<file path="src/rtl/matmul_pkg.sv">
// Shared types and sizing helpers for the matmul tile sequencer.
package matmul_pkg;

  typedef enum logic [2:0] {IDLE, FEED, DRAIN, WRITE, FIN} state_t;

  localparam int DWIDTH_DEF = 8;
  localparam int AWIDTH_DEF = 7;
  localparam int TILE_DEF   = 4;

  // Cycles the array needs after the last operand enters before C is valid.
  function automatic int drain_cycles(input int tile, input int mac_lat,
                                      input int grid_r, input int grid_c);
    return mac_lat * tile + tile + grid_r + grid_c - 2;
  endfunction

endpackage

</file>
<file path="src/rtl/skew_addr_gen.sv">
// One bank's operand address generator; OFFSET is the bank's systolic skew in cycles.
module skew_addr_gen #(
  parameter int AWIDTH = 7,
  parameter int CNT_W  = 16,
  parameter int OFFSET = 0
) (
  input  logic              clk,
  input  logic              reset,
  input  logic              feed,
  input  logic              host,
  input  logic [CNT_W-1:0]  cnt,
  input  logic [AWIDTH:0]   len,
  input  logic [AWIDTH-1:0] host_addr,
  output logic              en,
  output logic [AWIDTH-1:0] addr
);

  logic [CNT_W-1:0]  rel;
  logic              in_win;
  logic              en_d;
  logic [AWIDTH-1:0] addr_d;

  always_comb begin
    rel    = cnt - CNT_W'(OFFSET);
    in_win = (cnt >= CNT_W'(OFFSET)) && (rel < CNT_W'(len));
    en_d   = feed && in_win;
    addr_d = '0;
    if (host) begin
      addr_d = host_addr;
    end else if (en_d) begin
      addr_d = rel[AWIDTH-1:0];
    end
  end

  always_ff @(posedge clk) begin
    if (reset) begin
      en   <= 1'b0;
      addr <= '0;
    end else begin
      en   <= en_d;
      addr <= addr_d;
    end
  end

endmodule

</file>
<file path="src/rtl/matmul_tile_sequencer.sv">
// Sequences one matmul pass over a GRID_R x GRID_C systolic tile array: feed, drain, write-back.
module matmul_tile_sequencer
  import matmul_pkg::*;
#(
  parameter int DWIDTH  = DWIDTH_DEF,
  parameter int AWIDTH  = AWIDTH_DEF,
  parameter int TILE    = TILE_DEF,
  parameter int GRID_R  = 2,
  parameter int GRID_C  = 2,
  parameter int MAC_LAT = 3
) (
  input  logic                     clk,
  input  logic                     reset,
  input  logic                     start,
  input  logic [7:0]               k_tiles,
  input  logic                     host_wr_en,
  input  logic                     host_rd_en,
  input  logic [AWIDTH-1:0]        host_addr,
  output logic [GRID_R*AWIDTH-1:0] a_addr,
  output logic [GRID_R-1:0]        a_en,
  output logic [GRID_C*AWIDTH-1:0] b_addr,
  output logic [GRID_C-1:0]        b_en,
  output logic [AWIDTH-1:0]        c_addr,
  output logic                     c_we,
  output logic                     clear_acc,
  output logic                     busy,
  output logic                     done,
  output logic                     err
);

  localparam int GRID_MAX  = (GRID_R > GRID_C) ? GRID_R : GRID_C;
  localparam int DRAIN_LEN = drain_cycles(TILE, MAC_LAT, GRID_R, GRID_C);
  localparam int CNT_W     = 16;

  if (DWIDTH < 1 || AWIDTH < 1 || AWIDTH + 1 > CNT_W || TILE < 1 ||
      GRID_R < 1 || GRID_C < 1 || MAC_LAT < 1) begin : g_bad_param
    $error("matmul_tile_sequencer: unsupported parameter combination");
  end

  state_t            state, state_nx;
  logic [CNT_W-1:0]  cnt, cnt_nx;
  logic [AWIDTH:0]   len, len_nx;
  logic [CNT_W-1:0]  feed_last;
  logic [31:0]       k_len;
  logic              host_req;
  logic              host_mode;
  logic              accept;
  logic              err_nx;

  logic              feed_d;
  logic              busy_d;
  logic              done_d;
  logic              c_we_d;
  logic [AWIDTH-1:0] c_addr_d;

  assign host_req  = host_wr_en | host_rd_en;
  assign k_len     = 32'(k_tiles) * 32'(TILE);
  assign feed_last = CNT_W'(len) + CNT_W'(GRID_MAX) - CNT_W'(2);

  always_ff @(posedge clk) begin
    if (reset) begin
      state <= IDLE;
      cnt   <= '0;
      len   <= '0;
    end else begin
      state <= state_nx;
      cnt   <= cnt_nx;
      len   <= len_nx;
    end
  end

  always_comb begin
    state_nx  = state;
    cnt_nx    = cnt;
    len_nx    = len;
    accept    = 1'b0;
    host_mode = 1'b0;
    err_nx    = err;
    // Host traffic during a pass is only flagged; it never touches the sequence.
    if (state != IDLE && host_req) err_nx = 1'b1;
    case (state)
      IDLE: begin
        cnt_nx = '0;
        if (host_req) begin
          host_mode = 1'b1;
          if (start) err_nx = 1'b1;
        end else if (start) begin
          if (k_tiles != 8'd0 && k_len <= 32'(2 ** AWIDTH)) begin
            accept   = 1'b1;
            state_nx = FEED;
            len_nx   = k_len[AWIDTH:0];
            err_nx   = 1'b0;
          end else begin
            err_nx = 1'b1;
          end
        end
      end
      FEED: begin
        if (cnt == feed_last) begin
          state_nx = DRAIN;
          cnt_nx   = '0;
        end else begin
          cnt_nx = cnt + 1'b1;
        end
      end
      DRAIN: begin
        if (cnt == CNT_W'(DRAIN_LEN - 1)) begin
          state_nx = WRITE;
          cnt_nx   = '0;
        end else begin
          cnt_nx = cnt + 1'b1;
        end
      end
      WRITE: begin
        if (cnt == CNT_W'(TILE - 1)) begin
          state_nx = FIN;
          cnt_nx   = '0;
        end else begin
          cnt_nx = cnt + 1'b1;
        end
      end
      FIN: begin
        state_nx = IDLE;
        cnt_nx   = '0;
      end
      default: begin
        state_nx = IDLE;
        cnt_nx   = '0;
      end
    endcase
  end

  // Outputs are decoded from the next state so the registered value lines up with that state.
  always_comb begin
    feed_d   = (state_nx == FEED);
    busy_d   = (state_nx == FEED) || (state_nx == DRAIN) || (state_nx == WRITE);
    done_d   = (state_nx == FIN);
    c_we_d   = (state_nx == WRITE);
    c_addr_d = '0;
    if (host_mode) begin
      c_addr_d = host_addr;
    end else if (state_nx == WRITE) begin
      c_addr_d = cnt_nx[AWIDTH-1:0];
    end
  end

  always_ff @(posedge clk) begin
    if (reset) begin
      c_addr    <= '0;
      c_we      <= 1'b0;
      clear_acc <= 1'b0;
      busy      <= 1'b0;
      done      <= 1'b0;
      err       <= 1'b0;
    end else begin
      c_addr    <= c_addr_d;
      c_we      <= c_we_d;
      clear_acc <= accept;
      busy      <= busy_d;
      done      <= done_d;
      err       <= err_nx;
    end
  end

  for (genvar r = 0; r < GRID_R; r++) begin : g_a_bank
    skew_addr_gen #(.AWIDTH(AWIDTH), .CNT_W(CNT_W), .OFFSET(r)) u_gen (
      .clk       (clk),
      .reset     (reset),
      .feed      (feed_d),
      .host      (host_mode),
      .cnt       (cnt_nx),
      .len       (len_nx),
      .host_addr (host_addr),
      .en        (a_en[r]),
      .addr      (a_addr[r*AWIDTH +: AWIDTH])
    );
  end

  for (genvar c = 0; c < GRID_C; c++) begin : g_b_bank
    skew_addr_gen #(.AWIDTH(AWIDTH), .CNT_W(CNT_W), .OFFSET(c)) u_gen (
      .clk       (clk),
      .reset     (reset),
      .feed      (feed_d),
      .host      (host_mode),
      .cnt       (cnt_nx),
      .len       (len_nx),
      .host_addr (host_addr),
      .en        (b_en[c]),
      .addr      (b_addr[c*AWIDTH +: AWIDTH])
    );
  end

endmodule
</file>
<file path="config.mk">
export PLATFORM = sky130hd
export DESIGN_NAME = matmul_tile_sequencer
export DESIGN_NICKNAME = d
export VERILOG_FILES = /design/src/rtl/matmul_pkg.sv /design/src/rtl/skew_addr_gen.sv /design/src/rtl/matmul_tile_sequencer.sv
export SDC_FILE = /design/constraint.sdc
export NUM_CORES = 1
export LEC_CHECK = 0
export ABC_AREA = 1
export CORE_MARGIN = 2
export CORE_UTILIZATION = 40
export CTS_BUF_LIST = sky130_fd_sc_hd__clkbuf_4
export DETAILED_ROUTE_END_ITERATION = 7
export MAX_ROUTING_LAYER = met4
export PLACE_DENSITY = 0.68
export SETUP_SLACK_MARGIN = 0.02
export SYNTH_ARGS = -nofsm -noshare
export SYNTH_HDL_FRONTEND = slang
export SYNTH_SLANG_ARGS = --single-unit
export TNS_END_PERCENT = 50
</file>
<file path="constraint.sdc">
create_clock -name clk -period 4.05 [get_ports clk]
set_clock_uncertainty 0.1 [all_clocks]
set_input_delay 0.405 -clock clk [delete_from_list [all_inputs] [get_ports clk]]
set_output_delay 0.405 -clock clk [all_outputs]
set_load 0.02 [all_outputs]
</file>
==> flow_summary.ini <==
[run_status]
outcome = complete, no violations

[critical_path]
cp_top_family = simple AND/OR/NAND/NOR gates
path_buf_inv = 3
critPathLaunchType = register
slowest_stage = dfxtp_1
required_ns = 4.27
end_kind = register
reg2reg_slack_ns = 0.41
worstSetupPathType = reg2reg
path_cells = nor2_1 -> nand2_1 -> nor2_4 -> nand3_1 -> o21bai_4 -> nand2_4 -> inv_1 -> nor2_1 -> inv_1 -> ha_2 -> nand3_1 -> nor2_2 -> nand2_1 -> xor2_1 -> inv_1 -> ha_1 -> nand2_1 -> o2111a_1 -> nand3_1 -> nor2_1 -> nand2_2 -> nor2_4 -> nand3_1 -> nand2_1
critPathMaxFanout = 16
arrival_ns = 3.86
critical-path-max-stage-delay_ns = 0.39

[timing]
setup_violations = 0
hold_viol_final = 0
tightest_slew_ns = 0.8887
timing.setup.tns_ns = 0
min_period_ns = 3.637
rsz0062_at_grt = no
slew_headroom_pct = 40.53
max_freq_ghz = 0.2749
fin_crit_sh_pct = 89.81
slew_viol_final = 0

[clocking]
clock_latency_ns = 0.39
numCtsBuffers = 5
ctsHoldBuffers = 0
clockRootBuffer = clkbuf_4
cts.sinks = 55
cts_tree = done
cts.htree.levels = 2
clock_path_buffers = 2
clkTransAtPathRegs_ns = 0.17

[floorplanning]
die_h_um = 96.53
ioPinCount = 64
initial_core_util_pct = 41.47
design.die.area_um2 = 9317
rows = 33
core_area_um2 = 8258
die_w_um = 96.53

[pwr]
clockPowerShare_pct = 31.7
p_leak_nw = 1.973
max-vdd-ir-drop_uv = 184.7
switching_share_pct = 25.36
pwr-share-seq_pct = 55.1
p_switching_mw = 0.2581
p_per_area_nw_per_um2 = 244.3
intPower_mw = 0.7595
comb_power_share_pct = 13.2

[yosys]
synthCells = 518
seq_area_frac_synth_pct = 32.15
syn_area_um2 = 3425
async_flop_share_pct = 0
ys_types = 37
yosys_most_used_dff = dfxtp_1
syn_area_per_cell_um2 = 6.611
synth_seq_cells = 55
syn-num-nets = 555
yosysWarnings = 0
synth_edf_count = 0

[routing]
antenna_left = 0
first_iter_violations = 163
vias = 3357
drc = 0
avgViaCountPerCell = 4.973
routed_wl_mm = 8.799
wl_per_cell_um = 13.04
drtPass1Iterations = 5

[global_routing]
grt_max_degree = 18
grt_antenna_before_repair = 0
grt_pass1_wl_mm = 14.12
grt_overflow = 0
track_usage_pct = 20.14
grt_pass1_vias = 3077

[final_layout]
diodes = 0
area_growth_pct = 21.63
drive_above_1_share_pct = 10.00
num-nets-final = 606
mostFrequentLayoutCells = nand2_1, nor2_1, inv_1
final_cells = 675
final_common_cell = nand2_1

[placed_design]
gp_routability_congestion = 0.9321
place.port_buffers = 63
place_hpwl_mm = 7.143
dp_cells = 667

[hold_path]
min_path_type = reg2reg

[flow_run]
max-cap-violations = 0
[layout make-up]
type                       instances  area, um2
clock buffer                       6      45.04
clock inverter                     2      38.79
fill                             848       4093
inverter                          75      281.5
multi-input combinational        363       1884
sequential                        55       1109
tap                              105      131.4
timing repair buffer              69      675.6
[per-layer routing]
layer / GRT usage (%) / vias up / routed length (um)
li1: - / 1712 / -
met1: 24.39 / 1510 / 3855
met2: 34.84 / 119 / 4280
met3: 2.870 / 16 / 515
met4: 5.986 / 0 / 148
met5: - / - / 0
[tightest hold or removal path: cells and delay by family (launching register included)]
kind / cells / cell delay (ns)
DFF: 1 / 0.35
AOI/OAI and AO/OA: 1 / 0.07
buffers and inverters: 1 / 0.05
[final timing paths]
path / from / endpoint / cells after the start
max: cnt[9] / g_b_bank[1].u_gen.addr[5] / 24
min reg2reg: err / err / 2
min: err / err / 2
max reg2reg: cnt[9] / g_b_bank[1].u_gen.addr[5] / 24
[power groups by stage]
stage	combinational (mW)	clock [mW]	sequential (mW)
after floorplan	0.0567	0	0.589
after global placement	0.134	0	0.573
after detailed placement	0.135	0	0.573
after CTS	0.135	0.323	0.562
after global routing	0.147	0.344	0.563
final	0.134	0.322	0.561
[cells in the mapped netlist (2+ instances only)]
cell      count  area share [%]
nor2_1       78             8.5
ha_1         17             6.2
xor2_1       11             2.8
dfxtp_1      55              32
nor3_1        7             1.0
o21ai_0      30             4.4
a31oi_1       2            0.37
o21bai_1      2            0.44
o21ai_2       2            0.51
nand2_1     125              14
nand4_1       2            0.37
o21ai_1       4            0.58
nand3_2       3            0.88
buf_4        18             3.9
or2_2         3            0.55
inv_1        66             7.2
a21oi_1       6            0.88
inv_2         8            0.88
nor4_1        2            0.37
nor2_2        2            0.37
nor2_4        6             2.0
clkbuf_1      5            0.55
nand2_2       6             1.1
nand3_1      42             6.1
nand3b_1      4            0.88
[flip-flops by register name, indices dropped and copies added (netlist names)]
register,flops
state,3
g_b_bank.u_gen.addr,14
len,8
done,1
clear_acc,1
err,1
c_we,1
g_b_bank.u_gen.en,2
busy,1
c_addr,7
cnt,16
[cells by family (layout without fill, tap and decap cells)]
| group | after synthesis | in the layout | synth area share [%] |
|---|---|---|---|
| and+or+nand+nor | 283 | 283 | 36.68 |
| adders and majority gates | 17 | 17 | 6.211 |
| DFF | 55 | 55 | 32.15 |
| buffers and inverters | 100 | 152 | 13.19 |
| AOI/OAI and AO/OA | 51 | 51 | 8.696 |
| xor gates and xnor gates | 12 | 12 | 3.069 |
[what timing repair did]
item                       in CTS  in global routing
gates resized for setup         0                 11
setup endpoints to repair       0                 10
buffers inserted                0                  0
hold endpoints to repair        0                  0
[metrics by stage]
step	util [%]	hold WS, ns	setup slack, ns	power (mW)	instance area (um2)
detailed placement	49.18	0.3694	0.004651	0.7081	4061
global placement	49.18	0.3425	-0.1423	0.7068	4061
floorplan	-	0.3429	0.8385	0.6454	3425
finish	50.44	0.3858	0.4128	1.018	4165
CTS	50.20	0.3932	0.2859	1.020	4145
global route	50.44	0.4253	0.02064	1.055	4165
No activity file was read; power rests on OpenSTA's default activity.
